[config.mk]
export PLATFORM = sky130hd
export DESIGN_NAME = key_debounce_array
export DESIGN_NICKNAME = d
export VERILOG_FILES = /design/src/rtl/key_debounce_array.sv
export SDC_FILE = /design/constraint.sdc
export NUM_CORES = 1
export LEC_CHECK = 0
export CORE_ASPECT_RATIO = 0.6
export CORE_MARGIN = 2
export CORE_UTILIZATION = 30
export CTS_CLUSTER_DIAMETER = 60
export CTS_CLUSTER_SIZE = 24
export DETAILED_ROUTE_END_ITERATION = 16
export PLACE_DENSITY_LB_ADDON = 0.12
export SLEW_MARGIN = 20
export SYNTH_ARGS = -nofsm -noshare
export SYNTH_HDL_FRONTEND = slang
export SYNTH_SLANG_ARGS = --single-unit
[constraint.sdc]
create_clock -name clk -period 3.45 [get_ports clk]
set_input_delay 0.69 -clock clk [delete_from_list [all_inputs] [get_ports clk]]
set_output_delay 0.69 -clock clk [all_outputs]
set_load 0.03 [all_outputs]
[src/rtl/key_debounce_array.sv]
// Multi-channel key debouncer. Each channel has a 2-flop synchroniser, a bounce filter and a
// long-press timer, and produces a clean level plus press, release and long-press pulses.
module key_debounce_array #(
   parameter int unsigned CH         = 4,
   parameter int unsigned CNT_MAX    = 20,
   parameter int unsigned LONG_CNT   = 1000,
   parameter bit          ACTIVE_LOW = 1'b1
) (
   input  logic          clk,
   input  logic          rst,
   input  logic [CH-1:0] key,
   output logic [CH-1:0] key_level,
   output logic [CH-1:0] key_press,
   output logic [CH-1:0] key_release,
   output logic [CH-1:0] key_long
);

   localparam int unsigned BW = $clog2(CNT_MAX);
   localparam int unsigned HW = $clog2(LONG_CNT + 1);
   localparam logic [BW-1:0] BcntLast = BW'(CNT_MAX - 1);
   localparam logic [HW-1:0] HoldMax  = HW'(LONG_CNT);
   localparam logic [HW-1:0] HoldLast = HW'(LONG_CNT - 1);

   logic [CH-1:0] s1_q, s1_d, s2_q, s2_d;
   logic [CH-1:0] level_q, level_d, press_q, press_d;
   logic [CH-1:0] release_q, release_d, long_q, long_d;
   logic [BW-1:0] bcnt_q [CH];
   logic [BW-1:0] bcnt_d [CH];
   logic [HW-1:0] hold_q [CH];
   logic [HW-1:0] hold_d [CH];

   always_comb begin
      s1_d      = ACTIVE_LOW ? ~key : key;
      s2_d      = s1_q;
      level_d   = level_q;
      press_d   = '0;
      release_d = '0;
      long_d    = '0;
      for (int i = 0; i < CH; i++) begin
         bcnt_d[i] = '0;
         hold_d[i] = hold_q[i];
         if (s2_q[i] != level_q[i]) begin
            if (bcnt_q[i] == BcntLast) begin
               level_d[i]   = s2_q[i];
               press_d[i]   = s2_q[i];
               release_d[i] = ~s2_q[i];
            end else begin
               bcnt_d[i] = bcnt_q[i] + 1'b1;
            end
         end
         // Clearing on the release edge too keeps key_long from coinciding with key_release.
         if (!level_d[i] || press_d[i]) begin
            hold_d[i] = '0;
         end else if (hold_q[i] != HoldMax) begin
            hold_d[i] = hold_q[i] + 1'b1;
            long_d[i] = (hold_q[i] == HoldLast);
         end
      end
   end

   always_ff @(posedge clk or posedge rst) begin
      if (rst) begin
         s1_q      <= '0;
         s2_q      <= '0;
         level_q   <= '0;
         press_q   <= '0;
         release_q <= '0;
         long_q    <= '0;
         for (int i = 0; i < CH; i++) begin
            bcnt_q[i] <= '0;
            hold_q[i] <= '0;
         end
      end else begin
         s1_q      <= s1_d;
         s2_q      <= s2_d;
         level_q   <= level_d;
         press_q   <= press_d;
         release_q <= release_d;
         long_q    <= long_d;
         for (int i = 0; i < CH; i++) begin
            bcnt_q[i] <= bcnt_d[i];
            hold_q[i] <= hold_d[i];
         end
      end
   end

   assign key_level   = level_q;
   assign key_press   = press_q;
   assign key_release = release_q;
   assign key_long    = long_q;

endmodule
==> metrics.md <==
| Metric | Value |
|---|---|
| R2r startpoint | bcnt_q[5] |
| Hold Buf Count CTS | 0 |
| Largest net degree at the start of global routing | 50 |
| Core Rows | 32 |
| Total track usage | 10.80% |
| CTS tree | done |
| Die Ht | 92.84 um |
| Clk sinks | 84 |
| Clock Tree Root | clkbuf_16 |
| Post-CTS Setup Repair Bufs | 0 |
| Worst Setup SP | key_level[3] |
| Vias in the first global route | 2577 |
| Setup TNS | 0 ps |
| First-pass GRT wire length | 12300 um |
| Post-synth EDFFs | 0 |
| Worst VDD drop | 0.0002247 V |
| DR pass1 iterations | 4 |
| N_diodes | 0 |
| Startpoint Class | register |
| Via density | 4.747 |
| Static leakage | 1.919 nW |
| Flop-to-flop setup slack | 1490 ps |
| CTS resizes | 0 |
| # nets final | 413 |
| Fill count | 1252 |
| Synthesis-to-finish area growth | 19.56% |
| Power Density | 459.5 nW/um^2 |
| CP max stage delay | 720 ps |
| Synthesized instance count | 365 |
| Mapped Nets | 383 |
| Cell chain of the critical path | clkdlybuf4s50_1 |
| Status | finished, final reports clean |
| Core Footprint | 12850 sq um |
| Reg2reg path depth | 4 |
| I/O pins | 22 |
| Main synth FF type | dfrtp_1 |
| Clk buf depth | 2 |
| Clk pin slew, worst setup/hold paths | 60 ps |
| Critical path fanouts, max | 7 |
| DRC errors left | 0 |
| Die ar. | 14120 sq um |
| Final hold vios | 0 |
| FF-to-FF End | hold_q[11] |
| Cell area after synthesis | 3946 sq um |
| Seq cells post-synth | 84 |
| Critical Path AT | 1530 ps |
| Clock Skews | 5.036 ps |
| Critical setup path kind | reg -> out |
| Port bufs | 21 |
| Max cap viols | 0 |
| Hold Crit Depth | 0 |
| Via count | 2706 |
| Pins Over Slew Limit | 0 |
| Distinct cells, synth | 34 |
| Dpl hpwl | 4647 um |
| Die width | 152.1 um |
| Finish-stage setup viols | 0 |
| XOR/XNOR Fraction of Synth Area | 5.327% |
| Clock latency at the later pin of the worst-skew pair | 340 ps |
| Gp weighted congestion | 0.7229 |
| Synthesis warning total | 0 |
| Detailed-route wire length | 7203 um |
| Register area share after synthesis | 53.27% |
| Antenna Nets Post-Route | 0 |
| Largest delay share family, worst path | buffers and inverters |
| Fmax | 451.0 MHz |
| Cts bufs inserted | 9 |
| Syn_area_per_cell | 10.81 sq um |
| RSZ-0062 raised after global routing | false |
| Synth Area in Compound Gates | 11.45% |
| Final Instance Count excl. Fillers | 570 |
| DR iter-0 viols | 167 |
| Share of layout cells above drive strength 1 | 9.000% |
| WL/cell | 12.64 um |
| Least-Margin Pin Slew | 828.7 ps |
| Hold Crit Start | s1_q[1] |
| Crit. End Element | output pin |
| Grt ovf | 0 |
| Buffers plus inverters on the worst setup path | 1 |
| Placed instance count | 554 |
| Hold Crit Class | reg -> reg |
| Initial Utilization | 30.70% |
| Worst slew margin | 44.38% |
| Adder-cell share of the synthesized area | 3.805% |
| Crit share post-route | 64.26% |
| WHS Endpoint | s2_q[1] |
| Final Critical Period | 2217 ps |
| H-tree depth | 3 |
| Antenna violations before repair | 0 |
| Post-synthesis mux area share | 1.141% |
| Slowest CP cell | clkdlybuf4s50_1 |
| CP required | 2760 ps |
| Post-synthesis simple-gate area fraction | 22.61% |
| Main combinational cell family by area after synthesis | simple AND/OR/NAND/NOR gates |
| Post-synthesis async set-or-reset flop share | 100.0% |
[sequential cells by signal, indices dropped and copies added (netlist names)]
| name | flops |
|---|---|
| bcnt_q | 20 |
| hold_q | 40 |
| key_level | 4 |
| key_long | 4 |
| key_press | 4 |
| key_release | 4 |
| s1_q | 4 |
| s2_q | 4 |
[per-stage QoR]
| step | util (%) | setup slack (ps) | hold WS, ps | area, sq um | total power, mW |
|---|---|---|---|---|---|
| 5_1_grt | 36.71 | 1167 | 351.5 | 4718 | 2.258 |
| 4_1_cts | 36.71 | 1212 | 350.5 | 4718 | 2.208 |
| 6_report | 36.71 | 1233 | 347.5 | 4718 | 2.168 |
| 3_5_place_dp | 34.06 | 1498 | 337.0 | 4378 | 1.092 |
| 3_3_place_gp | 34.06 | 1575 | 333.1 | 4378 | 1.093 |
| 2_1_floorplan | - | 594.9 | 331.2 | 3946 | 1.069 |
[logic make-up after synthesis]
group,after synthesis
adders and majority gates,12
DFF,84
buffers and inverters,24
xor gates and xnor gates,24
and+or+nand+nor,141
AOI/OAI and AO/OA,76
muxes,4
[where the power goes]
| part | leakage [nW] | switching (mW) | internal [mW] |
|---|---|---|---|
| combinational | 0.613 | 0.0328 | 0.0228 |
| clock | 0.161 | 0.392 | 0.704 |
| sequential | 1.15 | 0.0149 | 1.00 |
[cell usage after synthesis, drive strengths merged, types with 6 or more instances]
master,count,area [sq um]
nor2,21,78.83
or4,9,67.56
a21oi,29,145.1
o31ai,12,90.09
xnor2,8,70.07
nand2b,6,37.54
nand2,13,48.80
o21ai,25,125.1
nor3b,8,60.06
nand3,17,105.1
inv,20,75.07
nor4,10,62.56
xor2,16,140.1
nor2b,11,68.82
dfrtp,84,2102
ha,12,150.1
nand3b,7,52.55
o31a,7,61.31
or3,13,82.58
nand4,7,62.56
[layout make-up]
cell class | instances | area, sq um | share of cell area (%)
multi-input cells | 257 | 1749 | 37.07
clock inverters | 7 | 115.1 | 2.440
well taps | 170 | 212.7 | 4.508
repair buffers | 23 | 237.7 | 5.038
inverters | 20 | 76.32 | 1.618
clock buffers | 9 | 225.2 | 4.773
flip-flops and latches | 84 | 2102 | 44.55
[cell usage in the layout, fill, tap and decap left out, drive strengths merged, types with 2 or more instances in the layout]
cell type      synthesis  layout
nand3                 17      17
clkdlybuf4s50          0      21
inv                   20      19
o21ba                  3       3
nor2b                 11      11
clkbuf                 0       9
nand2b                 6       6
nor3b                  8       8
nand4                  7       7
nand3b                 7       7
nor4                  10      10
a21oi                 29      29
o31ai                 12      12
buf                    4       2
or3                   13      13
and3b                  4       4
dfrtp                 84      84
o21ai                 25      25
xnor2                  8       8
ha                    12      12
nor3                   4       4
clkinvlp               0       2
nand2                 13      13
or4                    9       9
nor2                  21      21
clkinv                 0       3
mux2                   4       4
bufinv                 0       3
o31a                   7       7
nand4bb                4       4
xor2                  16      16
and2                   4       4
[worst max-delay path by stage]
stage | end | depth (start not counted)
floorplan | bcnt_q[0] | 1
global placement | hold_q[21] | 4
detailed placement | hold_q[21] | 4
CTS | key_level[1] | 1
global route | key_level[3] | 1
finish | key_level[3] | 1
[per-layer routing]
layer  GRT usage, %  vias up  share of wire (%)
met5              0        -                  0
met4          4.128        0                1.3
met3          3.369        9                3.1
met2          15.43       29                 41
met1          15.24     1294                 54
li1               -     1374                  -
(Power assumes the default switching activity.)
